[config.mk]
export PLATFORM = sky130hd
export DESIGN_NAME = imem_sync
export DESIGN_NICKNAME = d
export VERILOG_FILES = /design/src/rtl/imem_pkg.sv /design/src/rtl/imem_skid.sv /design/src/rtl/imem_sync.sv
export SDC_FILE = /design/constraint.sdc
export NUM_CORES = 2
export LEC_CHECK = 0
export BUFFER_PORTS_ARGS = -buffer_cell sky130_fd_sc_hd__buf_4
export CAP_MARGIN = 20
export CORE_MARGIN = 4
export CORE_UTILIZATION = 25
export CTS_CLUSTER_SIZE = 28
export DETAILED_ROUTE_END_ITERATION = 12
export MAX_ROUTING_LAYER = met4
export SYNTH_ARGS = -nofsm -noshare
export SYNTH_HDL_FRONTEND = slang
export SYNTH_SLANG_ARGS = --single-unit
[constraint.sdc]
create_clock -name clk_i -period 2.54 [get_ports clk_i]
set_input_delay 0.762 -clock clk_i [delete_from_list [all_inputs] [get_ports clk_i]]
set_output_delay 0.762 -clock clk_i [all_outputs]
set_load 0.02 [all_outputs]
[src/rtl/imem_pkg.sv]
// ---------------------------------------------------------------------------
// imem_pkg
// Shared defaults for the synchronous instruction memory. Fetch and decode
// import the same constants so they agree on instruction width, program size
// and the filler word returned for addresses outside the program.
// ---------------------------------------------------------------------------
package imem_pkg;

  localparam int IMEM_DATA_W = 32;
  localparam int IMEM_DEPTH  = 64;
  localparam int IMEM_ADDR_W = 8;

  // Word handed back for out-of-range fetches.
  localparam logic [IMEM_DATA_W-1:0] IMEM_NOP_INST = 32'h0000_0000;

  // Bits needed to index a DEPTH-entry array; never less than 1.
  function automatic int imem_idx_w(input int depth);
    return (depth > 1) ? $clog2(depth) : 1;
  endfunction

endpackage

[src/rtl/imem_skid.sv]
// ---------------------------------------------------------------------------
// imem_skid
// Two-entry in-order response buffer sitting behind the registered array
// read. A fresh read result is offered on in_* for exactly one cycle. If the
// buffer is empty it passes straight through so the response still appears
// in the cycle after the request. Otherwise it is queued behind the older
// entries. The instantiating logic never has more than two responses in
// flight, so the buffer cannot overflow.
//
// Ports
//   clk, rst_n            clock, asynchronous active-low reset
//   flush                 discard everything held plus this cycle's input
//   in_valid/in_inst/in_err   fresh read result (one-cycle pulse)
//   out_valid/out_ready   response handshake toward the consumer
//   out_inst/out_err      head response; driven to zero while not valid
// ---------------------------------------------------------------------------
module imem_skid
  import imem_pkg::*;
#(
  parameter int DATA_W = IMEM_DATA_W
) (
  input  logic              clk,
  input  logic              rst_n,
  input  logic              flush,
  input  logic              in_valid,
  input  logic [DATA_W-1:0] in_inst,
  input  logic              in_err,
  output logic              out_valid,
  input  logic              out_ready,
  output logic [DATA_W-1:0] out_inst,
  output logic              out_err
);

  logic [1:0]        count, count_next;
  logic [DATA_W-1:0] inst0, inst0_next, inst1, inst1_next;
  logic              err0, err0_next, err1, err1_next;
  logic              pop;

  // Head is the oldest stored entry; if nothing is stored, the fresh input
  // is the head. Outputs are zero when idle so reset shows a clean bus.
  always_comb begin
    out_valid = (count != 2'd0) || in_valid;
    out_inst  = '0;
    out_err   = 1'b0;
    if (count != 2'd0) begin
      out_inst = inst0;
      out_err  = err0;
    end else if (in_valid) begin
      out_inst = in_inst;
      out_err  = in_err;
    end
    pop = out_valid && out_ready;
  end

  // Queue update: append the fresh input behind stored entries, then drop
  // the head if the consumer took it this cycle.
  always_comb begin
    count_next = count;
    inst0_next = inst0;
    err0_next  = err0;
    inst1_next = inst1;
    err1_next  = err1;
    case (count)
      2'd0: begin
        if (in_valid && !pop) begin
          inst0_next = in_inst;
          err0_next  = in_err;
          count_next = 2'd1;
        end
      end
      2'd1: begin
        if (in_valid && pop) begin
          inst0_next = in_inst;
          err0_next  = in_err;
        end else if (in_valid) begin
          inst1_next = in_inst;
          err1_next  = in_err;
          count_next = 2'd2;
        end else if (pop) begin
          count_next = 2'd0;
        end
      end
      default: begin
        if (pop) begin
          inst0_next = inst1;
          err0_next  = err1;
          count_next = 2'd1;
        end
      end
    endcase
    if (flush) begin
      count_next = 2'd0;
    end
  end

  always_ff @(posedge clk or negedge rst_n) begin
    if (!rst_n) begin
      count <= 2'd0;
      inst0 <= '0;
      err0  <= 1'b0;
      inst1 <= '0;
      err1  <= 1'b0;
    end else begin
      count <= count_next;
      inst0 <= inst0_next;
      err0  <= err0_next;
      inst1 <= inst1_next;
      err1  <= err1_next;
    end
  end

endmodule

[src/rtl/imem_sync.sv]
// ---------------------------------------------------------------------------
// imem_sync
// Synchronous instruction memory between PC/fetch and decode. A request
// accepted in one cycle is answered in the next (when nothing is queued).
// Up to two responses may be outstanding, so short fetch-stage stalls do
// not lose data. flush_i drops everything pending on a redirect, and a load
// port lets software download a program at run time.
//
// Ports
//   clk_i, rst_ni                      clock, asynchronous active-low reset
//   req_valid_i/req_ready_o/req_addr_i fetch request handshake + word address
//   rsp_valid_o/rsp_ready_i            response handshake
//   rsp_inst_o, rsp_err_o              instruction word, out-of-range flag
//   flush_i                            drop all pending responses
//   ld_we_i, ld_addr_i, ld_data_i      program download write port
// ---------------------------------------------------------------------------
module imem_sync
  import imem_pkg::*;
#(
  parameter int                DATA_W    = IMEM_DATA_W,
  parameter int                DEPTH     = IMEM_DEPTH,
  parameter int                ADDR_W    = IMEM_ADDR_W,
  parameter string             INIT_FILE = "prog.hex",
  parameter logic [DATA_W-1:0] NOP_INST  = IMEM_NOP_INST
) (
  input  logic              clk_i,
  input  logic              rst_ni,
  input  logic              req_valid_i,
  output logic              req_ready_o,
  input  logic [ADDR_W-1:0] req_addr_i,
  output logic              rsp_valid_o,
  input  logic              rsp_ready_i,
  output logic [DATA_W-1:0] rsp_inst_o,
  output logic              rsp_err_o,
  input  logic              flush_i,
  input  logic              ld_we_i,
  input  logic [ADDR_W-1:0] ld_addr_i,
  input  logic [DATA_W-1:0] ld_data_i
);

  localparam int IDX_W = imem_idx_w(DEPTH);
  // One extra bit so DEPTH == 2**ADDR_W is still representable.
  localparam logic [ADDR_W:0] DEPTH_LIM = (ADDR_W + 1)'(DEPTH);

  logic [DATA_W-1:0] mem [DEPTH];

  logic              req_in_range, ld_in_range;
  logic              accept, rsp_hs;
  logic [1:0]        occ;
  logic              rd_valid, rd_err;
  logic [DATA_W-1:0] rd_word, rd_inst;

  // Range checks and handshake qualifiers. Ready depends combinationally
  // only on the load and flush inputs; the occupancy term is registered.
  always_comb begin
    req_in_range = {1'b0, req_addr_i} < DEPTH_LIM;
    ld_in_range  = {1'b0, ld_addr_i} < DEPTH_LIM;
    req_ready_o  = rst_ni && !ld_we_i && !flush_i && (occ < 2'd2);
    accept       = req_valid_i && req_ready_o;
    rsp_hs       = rsp_valid_o && rsp_ready_i;
  end

  // Load-port write. Requests are stalled while loading, so the read
  // below never targets the word being written in the same cycle.
  always_ff @(posedge clk_i) begin
    if (ld_we_i && ld_in_range) begin
      mem[ld_addr_i[IDX_W-1:0]] <= ld_data_i;
    end
  end

  // Registered array read, enabled only on accept so it maps to block RAM.
  // An out-of-range address reads an arbitrary word that is masked below.
  always_ff @(posedge clk_i) begin
    if (accept) begin
      rd_word <= mem[req_addr_i[IDX_W-1:0]];
    end
  end

  // Control side of the read stage: a one-cycle "fresh data" strobe and the
  // range flag that travels with the word.
  always_ff @(posedge clk_i or negedge rst_ni) begin
    if (!rst_ni) begin
      rd_valid <= 1'b0;
      rd_err   <= 1'b0;
    end else begin
      rd_valid <= accept;
      if (accept) begin
        rd_err <= !req_in_range;
      end
    end
  end

  // Replace whatever the array produced for a bad address with the filler
  // word so no undefined data ever reaches decode.
  always_comb begin
    rd_inst = rd_err ? NOP_INST : rd_word;
  end

  // Outstanding-response count: accepted but not yet handed to the
  // consumer. A handshake during a flush still counts as delivered, and the
  // flush then empties everything else.
  always_ff @(posedge clk_i or negedge rst_ni) begin
    if (!rst_ni) begin
      occ <= 2'd0;
    end else if (flush_i) begin
      occ <= 2'd0;
    end else if (accept && !rsp_hs) begin
      occ <= occ + 2'd1;
    end else if (!accept && rsp_hs) begin
      occ <= occ - 2'd1;
    end
  end

  imem_skid #(
    .DATA_W (DATA_W)
  ) u_skid (
    .clk       (clk_i),
    .rst_n     (rst_ni),
    .flush     (flush_i),
    .in_valid  (rd_valid),
    .in_inst   (rd_inst),
    .in_err    (rd_err),
    .out_valid (rsp_valid_o),
    .out_ready (rsp_ready_i),
    .out_inst  (rsp_inst_o),
    .out_err   (rsp_err_o)
  );

endmodule

==> qor.csv <==
stage,metric,value,unit
detailed_routing,drtAntennaViolNets,0,
worst_setup_path,timing.rr.end,rd_word[26]$_DFFE_PP_,
synthesis,syn_inst,3887,
placement,place.gp.congestion,0.809,
timing,setup_viol,36,
synthesis,ys_seq_area_frac,0.775,
run_status,violations,setup timing,
clock_tree,cts_buffers,217,
worst_setup_path,cp-endpoint,rsp_inst_o[23],
detailed_routing,post-route-drc-count,0,
floorplan,die_x,584,um
clock_tree,cts-hold-fix-buffers,0,
synthesis,avgSynthCellArea,21.3,um2
placement,postPlaceCellArea,94800,um2
synthesis,synth.area.top_cells,"edfxtp_1 (75%), mux4_2 (12%), dfrtp_1 (2.2%)",
clock_tree,clock_sink_count,2152,
floorplan,die_h,584,um
synthesis,ys_warn_count,0,
detailed_routing,drtPass1Iterations,5,
clock_tree,clkTransAtPathRegs,0.06,ns
detailed_routing,drtIter0Drc,4637,
worst_setup_path,endpoint_kind,primary output,
synthesis,netlist_area,82900,um2
floorplan,ios,89,
global_routing,grt_pass1_vias,43000,
timing,timing.fmax,339,MHz
pwr,powerDensity,730,nW/um2
layout,area_delta_synth_final,23.7,%
layout,final_layout_size_suffix_gt1_frac,0.346,
clock_tree,htree_num_levels,4,
clock_tree,clk_latency,0.87,ns
timing,period_needed,2.95,ns
worst_setup_path,rrSetupSlack,0.14,ns
worst_setup_path,crit_path_start,rd_word[23]$_DFFE_PP_,
floorplan,coreArea,330000,um2
timing,final.period_utilization,1.16,
synthesis,yosys.area.top_type,edfxtp_1,
clock_tree,ctsRootBufferMaster,clkbuf_16,
placement,hpwl,141,mm
clock_tree,cts_tree,built,
synthesis,synth_commonest_cells,"edfxtp_1 (2080), mux4_2 (436), nor2_1 (170), clkbuf_1 (109), o22ai_1 (103)",
timing,rsz0062_at_grt,true,
worst_setup_path,r2r-start,mem[37][26]$_DFFE_PP_,
synthesis,synthArstFlopShare,0.0335,
timing,finalMaxSlewViolations,0,
layout,fin_nets,4597,
run_status,outcome,"complete, but fails checks",
hold_path,hold_class,primary input to async pin,
synthesis,synth_fp_nets,3941,
layout,fillers,31300,
global_routing,gr-usage-all-layers,0.134,
worst_setup_path,path_class,flop to primary output,
timing,relSlewSlack,0.329,
timing,fin_ws,-0.411,ns
detailed_routing,vias,42800,
worst_setup_path,start_kind,flop,
pwr,ir_drop,0.772,mV
synthesis,synth_most_common_cell,edfxtp_1,
global_routing,grt_max_degree,73,
pwr,leakage,0.0327,uW
synthesis,synth_cell_types,58,
detailed_routing,avgRoutedWirePerCell,24.9,um
detailed_routing,drt_wl_total,227,mm
worst_setup_path,cp.required,1.78,ns
worst_setup_path,worst_ep_arrival_time,2.19,ns
synthesis,synth-main-ff-cell,edfxtp_1,
global_routing,gr-total-overflow,0,
worst_setup_path,path_max_fanout,3,
floorplan,num_rows,211,
placement,portBuffers,88,
timing,final_hold_viol_count,0,
layout,finish.utilization,0.311,
global_routing,grt_pass1_wl,323,mm
timing,worstMarginPinSlew,0.997,ns
floorplan,die_area,341000,um2
run,max_cap_violations,0,
synthesis,synth_edf_count,2080,
clock_tree,clock_path_buffers,3,
global_routing,antenna_found_initial,18,
placement,dp_slack,-1.09,ns
worst_setup_path,r2r_cells,6,
layout,postLayoutCellArea,103000,um2
floorplan,initial_core_util,0.251,
timing,finClkSkew,0.0799,ns
detailed_routing,via_per_inst,4.70,
synthesis,synth_top_area_share,0.753,
synthesis,synth_seq_cells,2152,
==> per-layer routing <==
metal	vias up	wire (um)	track usage
li1	17700	-	-
met1	23200	95700	0.178
met2	1608	110000	0.214
met3	313	15700	0.0228
met4	0	5170	0.0315
met5	-	0	-
==> worst min path at each step <==
stage	end	start	slack [ns]
after floorplan	u_skid.err0$_DFFE_PN0P_	u_skid.err0$_DFFE_PN0P_	0.45
final	u_skid.err1$_DFFE_PN0P_	rst_ni	0.10
after global routing	occ[1]$_DFFE_PN0P_	flush_i	0.14
after detailed placement	u_skid.err0$_DFFE_PN0P_	u_skid.err0$_DFFE_PN0P_	0.47
after CTS	occ[0]$_DFFE_PN0P_	flush_i	0.1
after global placement	u_skid.err0$_DFFE_PN0P_	u_skid.err0$_DFFE_PN0P_	0.46
==> worst max-delay path, cell delays in order (launching register included) <==
cell and delay (ns):
edfxtp_1 0.67, nand2b_1 0.19, nor2_1 0.13, a22o_1 0.18
buf_6 0.13
==> sequential cells by signal, summed over array words and instances (netlist names) <==
| register | count |
|---|---|
| u_skid.err1 | 1 |
| u_skid.err0 | 1 |
| rd_word | 32 |
| mem | 2048 |
| occ | 2 |
| rd_err | 1 |
| u_skid.inst1 | 32 |
| u_skid.inst0 | 32 |
| rd_valid | 1 |
| u_skid.count | 2 |
==> stage by stage <==
step                TNS (ns)  total power, uW  hold slack (ns)  cells
floorplan             -47.63            42300            0.450   3887
global placement      -30.92            44400            0.462   8678
detailed placement    -27.97            44500            0.470   8678
CTS                   -14.97            75400           0.0967   9080
global route          -14.84            77400            0.140   9096
finish                -12.28            74900            0.102   9100
==> cells by family after synthesis <==
| logic type | after synthesis | synth area share |
|---|---|---|
| flops | 2152 | 0.775 |
| mux | 622 | 0.146 |
| compound gates | 487 | 0.0398 |
| simple gates | 389 | 0.0217 |
| buf+inv | 235 | 0.0173 |
| xor+xnor | 2 | 0.000211 |
==> cell usage in the layout, fill, tap and decap left out, types with 40 or more instances in the layout <==
cell,n
nand2b_1,40
buf_12,187
nand2_1,83
clkbuf_1,64
buf_4,436
mux4_2,436
mux2i_1,74
o22ai_1,103
a221oi_1,47
edfxtp_1,2080
mux2_2,93
a21oi_1,94
clkbuf_16,222
clkinv_1,52
dfrtp_1,69
a22o_1,61
o21ai_0,77
nor2_4,88
nor2_1,76
==> area by class of cell <==
type | instances | area (um2) | share of cell area
multi-input combinational | 1501 | 18200 | 0.178
clock buffer | 284 | 5710 | 0.0557
tap | 4366 | 5460 | 0.0533
antenna | 11 | 27.5 | 0.000268
inverter | 2 | 11.3 | 0.000110
clock inverter | 115 | 1220 | 0.0119
timing repair buffer | 669 | 7650 | 0.0746
sequential | 2152 | 64300 | 0.627
==> report_power, final <==
part	total [uW]	internal, uW	switching [uW]
Clock	31000	17500	13400
Sequential	39400	39200	163
Combinational	4560	1950	2610
Total	74900	58700	16200
==> timing repair <==
item,CTS,global route
gates resized for setup,48,77
setup buffers,1,1
endpoints found under the setup margin,35,39
cloned,2,8
pin swaps,8,36
Power figures use the tool's default switching activity.
